[src/rtl/mem_arbiter.sv]
// Two-port memory arbiter: a fetch port and a data port share one memory bus.
// Ties are broken against the port that was served last.
module mem_arbiter #(
   parameter int ADDR_W = 32,
   parameter int DATA_W = 32
) (
   input  logic              clk,
   input  logic              rst_n,
   input  logic              i_req,
   input  logic [ADDR_W-1:0] i_addr,
   output logic              i_ready,
   output logic [DATA_W-1:0] i_rdata,
   input  logic              d_req,
   input  logic              d_we,
   input  logic [ADDR_W-1:0] d_addr,
   input  logic [DATA_W-1:0] d_wdata,
   output logic              d_ready,
   output logic [DATA_W-1:0] d_rdata,
   output logic              mem_req,
   output logic              mem_we,
   output logic [ADDR_W-1:0] mem_addr,
   output logic [DATA_W-1:0] mem_wdata,
   input  logic              mem_ack,
   input  logic [DATA_W-1:0] mem_rdata,
   output logic              busy
);

   typedef enum logic [1:0] {
      S_IDLE,
      S_MEM,
      S_RESP
   } state_e;

   state_e            state_q, state_d;
   // owner/last_owner encoding: 1 = data port, 0 = fetch port
   logic              owner_q, owner_d;
   logic              last_q, last_d;
   logic              grant_d;
   logic [ADDR_W-1:0] addr_q, addr_d;
   logic              we_q, we_d;
   logic [DATA_W-1:0] wdata_q, wdata_d;
   logic [DATA_W-1:0] i_rdata_q, i_rdata_d;
   logic [DATA_W-1:0] d_rdata_q, d_rdata_d;

   always_ff @(posedge clk) begin
      if (!rst_n) begin
         state_q   <= S_IDLE;
         owner_q   <= 1'b0;
         last_q    <= 1'b0;
         addr_q    <= '0;
         we_q      <= 1'b0;
         wdata_q   <= '0;
         i_rdata_q <= '0;
         d_rdata_q <= '0;
      end else begin
         state_q   <= state_d;
         owner_q   <= owner_d;
         last_q    <= last_d;
         addr_q    <= addr_d;
         we_q      <= we_d;
         wdata_q   <= wdata_d;
         i_rdata_q <= i_rdata_d;
         d_rdata_q <= d_rdata_d;
      end
   end

   always_comb begin
      state_d   = state_q;
      owner_d   = owner_q;
      last_d    = last_q;
      addr_d    = addr_q;
      we_d      = we_q;
      wdata_d   = wdata_q;
      i_rdata_d = i_rdata_q;
      d_rdata_d = d_rdata_q;
      grant_d   = d_req && (!i_req || !last_q);
      unique case (state_q)
         S_IDLE: begin
            if (i_req || d_req) begin
               owner_d = grant_d;
               addr_d  = grant_d ? d_addr : i_addr;
               we_d    = grant_d ? d_we : 1'b0;
               wdata_d = grant_d ? d_wdata : '0;
               state_d = S_MEM;
            end
         end
         S_MEM: begin
            if (mem_ack) begin
               if (owner_q) begin
                  d_rdata_d = mem_rdata;
               end else begin
                  i_rdata_d = mem_rdata;
               end
               state_d = S_RESP;
            end
         end
         S_RESP: begin
            last_d  = owner_q;
            state_d = S_IDLE;
         end
         default: begin
            state_d = S_IDLE;
         end
      endcase
   end

   assign mem_req   = (state_q == S_MEM);
   assign mem_we    = mem_req && we_q;
   assign mem_addr  = addr_q;
   assign mem_wdata = wdata_q;
   assign i_ready   = (state_q == S_RESP) && !owner_q;
   assign d_ready   = (state_q == S_RESP) && owner_q;
   assign i_rdata   = i_rdata_q;
   assign d_rdata   = d_rdata_q;
   assign busy      = (state_q != S_IDLE);

endmodule
[config.mk]
export PLATFORM = sky130hd
export DESIGN_NAME = mem_arbiter
export DESIGN_NICKNAME = d
export VERILOG_FILES = /design/src/rtl/mem_arbiter.sv
export SDC_FILE = /design/constraint.sdc
export NUM_CORES = 1
export LEC_CHECK = 0
export BUFFER_PORTS_ARGS = -buffer_cell sky130_fd_sc_hd__buf_2
export CAP_MARGIN = 20
export CORE_ASPECT_RATIO = 1.25
export CORE_MARGIN = 8
export CORE_UTILIZATION = 41
export CTS_CLUSTER_SIZE = 12
export DETAILED_ROUTE_END_ITERATION = 10
export GPL_TIMING_DRIVEN = 1
export PLACE_DENSITY = 0.77
export SYNTH_ARGS = -nofsm -noshare
export SYNTH_HDL_FRONTEND = slang
export SYNTH_SLANG_ARGS = --single-unit
[constraint.sdc]
create_clock -name clk -period 1.2 [get_ports clk]
set_input_delay 0.06 -clock clk [delete_from_list [all_inputs] [get_ports clk]]
set_output_delay 0.06 -clock clk [all_outputs]
set_load 0.02 [all_outputs]
==> results.py <==
metrics = {
    "sta": {
        "fin_worst_skew_ns": 0.00907,
        "maxSlewViolCount": 0,
        "finalCriticalPeriod_ns": 1.39,
        "worst_pin_slew_ns": 0.360,
        "timing.fmax_mhz": 722,
        "hold_violations": 0,
        "period_share_pct": 115,
        "finalSetupViolations": 105,
        "fin_tns_setup_ns": -8.52,
        "slew_headroom_pct": 76.0,
        "rsz0062_at_grt": "true",
        "finalWorstSetupSlack_ns": -0.186,
    },
    "power": {
        "internal_power_mw": 9.44,
        "p_clk_share_pct": 40.5,
        "pwr-share-comb_pct": 22.9,
        "swShare_pct": 29.2,
        "power.leakage_nw": 4.31,
        "ir_drop_v": 0.000819,
        "sequentialPowerShare_pct": 36.5,
        "power_switching_mw": 3.90,
        "p_per_area_nw_per_um2": 1370,
    },
    "yosys": {
        "synth_area_um2": 5290,
        "syn_area_per_cell_um2": 8.70,
        "ys_seq_area_share_pct": 50.3,
        "synth_nets": 742,
        "yosysTopAreaCell": "dfxtp_1",
        "syn_inst": 608,
        "synth_top_cell_area_share_pct": 50.3,
        "synth.area.top_cells": "dfxtp_1 (50%), a311oi_2 (8.5%), o21ai_1 (7.0%)",
        "synth.distinct_cells": 28,
        "synth_warnings": 0,
        "synth_seq_cells": 133,
    },
    "place": {
        "io_buffers": 266,
        "dpl_worst_slack_ns": -0.0637,
        "gp_congestion": 0.769,
        "dp_hpwl_um": 12300,
    },
    "setup_path": {
        "reg2reg_depth": 6,
        "path_max_fanout": 16,
        "crit_type": "reg2reg",
        "max_stage_delay_ns": 0.37,
        "crit_required_ns": 1.48,
        "crit_slowest_cell": "dfxtp_4",
        "path_cells": "buf_6, nand4b_1, buf_6, clkbuf_16, nand3_1, o21ai_2",
        "crit_path_start_kind": "flop",
        "endpoint_kind": "flop",
        "critical_path.most_common_cell": "buf_6",
        "r2r_setup_slack_ns": -0.19,
        "crit_arrival_ns": 1.67,
    },
    "outcome": {
        "status": "complete, but fails checks",
        "violations": "setup timing",
    },
    "final_layout": {
        "nets": 1145,
        "utilization_pct": 76.9,
        "layout_common_cells": "buf_2 (261), dlygate4sd3_1 (132), dfxtp_1 (130)",
        "drive_gt1_share_pct": 45.8,
        "area_delta_synth_final_pct": 83.9,
        "mostFrequentLayoutCell": "buf_2",
    },
    "clocking": {
        "clk_pin_slew_ns": 0.06,
        "clock_path_buffers": 2,
        "cts_sinks": 133,
        "cts_inserted_buffers": 17,
        "ctsHtreeMaxLevel": 4,
        "cts_root_buf": "clkbuf_16",
        "cts_tree": "done",
        "clk_latency_ns": 0.41,
    },
    "worst_hold_path": {
        "hp-class": "in2reg",
        "hold_path_depth": 4,
    },
    "route": {
        "drcViolationCount": 0,
        "antenna_left": 0,
        "drt_iter0_drc": 767,
        "via_per_inst": 5.72,
        "post_drt_wl_per_cell_um": 21.7,
        "drt-total-wl_um": 26000,
        "drtPass1Iterations": 5,
        "vias": 6836,
    },
    "die": {
        "die_y_um": 143,
        "die_x_um": 118,
        "die_area_um2": 16800,
        "core_area_um2": 12700,
        "start_util_pct": 41.8,
        "row_count": 46,
        "io_pins": 267,
    },
    "global_routing": {
        "grt_max_degree": 65,
        "grt_pass1_vias": 6228,
        "antenna_found_initial": 3,
        "track_usage_pct": 23.9,
        "grt_pass1_wl_um": 32800,
        "grtUsageMet2_pct": 39.9,
        "grt_util_met1_pct": 25.8,
        "busiest_layer": "met2",
        "grt-ovfl-total": 0,
        "gr-usage-met3_pct": 10.3,
    },
    "job": {
        "max_cap_violations": 0,
    },
}
[worst paths after layout]
check	endpoint	start
max	d_rdata[14]$_SDFFE_PN0P_	state_q[1]$_SDFFE_PN0P_
max reg2reg	d_rdata[14]$_SDFFE_PN0P_	state_q[1]$_SDFFE_PN0P_
min	we_q$_SDFFE_PN0P_	i_req
min reg2reg	i_rdata[22]$_SDFFE_PN0P_	i_rdata[22]$_SDFFE_PN0P_
[worst max-delay path, delay by kind of cell, from the launching register on]
kind,cells,cell delay [ns]
flip-flops,1,0.37
buffers and inverters,3,0.45
AO/OA/AOI/OAI,1,0.10
AND/OR/NAND/NOR,2,0.34
[cells by family after synthesis]
group | after synthesis | share of synthesized area (%)
AND/OR/NAND/NOR | 209 | 18.9
AO/OA/AOI/OAI | 200 | 25.1
flip-flops | 133 | 50.3
buffers and inverters | 66 | 5.70
[Yosys cell counts]
master	number
nor2_2	1
and2_1	1
a21oi_1	67
or2_1	1
nand3_1	65
o21ai_0	24
buf_4	7
nor2b_1	2
clkbuf_1	27
o21a_1	1
nand2_1	97
a311oi_2	30
nor2_1	2
and3_1	1
nand4b_1	1
o21ai_1	74
inv_2	2
nor2_4	2
nand4_1	33
buf_1	8
a21bo_1	1
nand2b_1	1
and3b_1	1
buf_2	22
nand4bb_1	1
dfxtp_1	133
a311oi_1	2
a21boi_4	1
[area by class of cell]
class	count	area, um2
Inverter	2	10.0
Clock buffer	18	439
Tap cell	168	210
Multi-Input combinational cell	409	2680
Clock inverter	13	171
Sequential cell	133	2670
Antenna cell	4	10.0
Fill cell	757	2930
Timing Repair Buffer	448	3540
[sequential cells by signal, summed over array words and instances (netlist names)]
signal	flops
d_rdata	32
i_rdata	32
mem_addr	32
mem_wdata	32
state_q	2
last_q	1
owner_q	1
we_q	1
[metal layers]
metal	vias to the layer above	share of wire, %
met5	-	0
li1	3011	-
met2	508	49
met3	111	11
met4	0	5.3
met1	3206	35
[what timing repair did]
item / in CTS / in global routing
cloned: 2 / 15
gates resized for setup: 29 / 115
setup endpoints to repair: 95 / 122
hold endpoints to repair: 131 / 0
setup buffers: 2 / 9
pin swaps: 4 / 27
hold buffers: 132 / 0
[power groups by stage]
stage	clock network, mW	logic [mW]	registers [mW]
after CTS	5.41	2.45	4.82
after global routing	5.65	3.18	4.90
after detailed placement	0	1.99	4.91
after floorplan	0	0.886	5.22
after global placement	0	1.97	4.90
final	5.41	3.06	4.88
[metrics by stage]
stage / instance area [um2] / hold WS, ns / total power, mW / instances
2_1_floorplan: 5290 / 0.206 / 6.10 / 608
3_3_place_gp: 6870 / 0.328 / 6.87 / 1000
3_5_place_dp: 6870 / 0.335 / 6.90 / 1000
4_1_cts: 8960 / 0.161 / 12.7 / 1167
5_1_grt: 9730 / 0.206 / 13.7 / 1194
6_report: 9730 / 0.188 / 13.3 / 1195
Note: power is estimated with default switching activity, not from simulation.
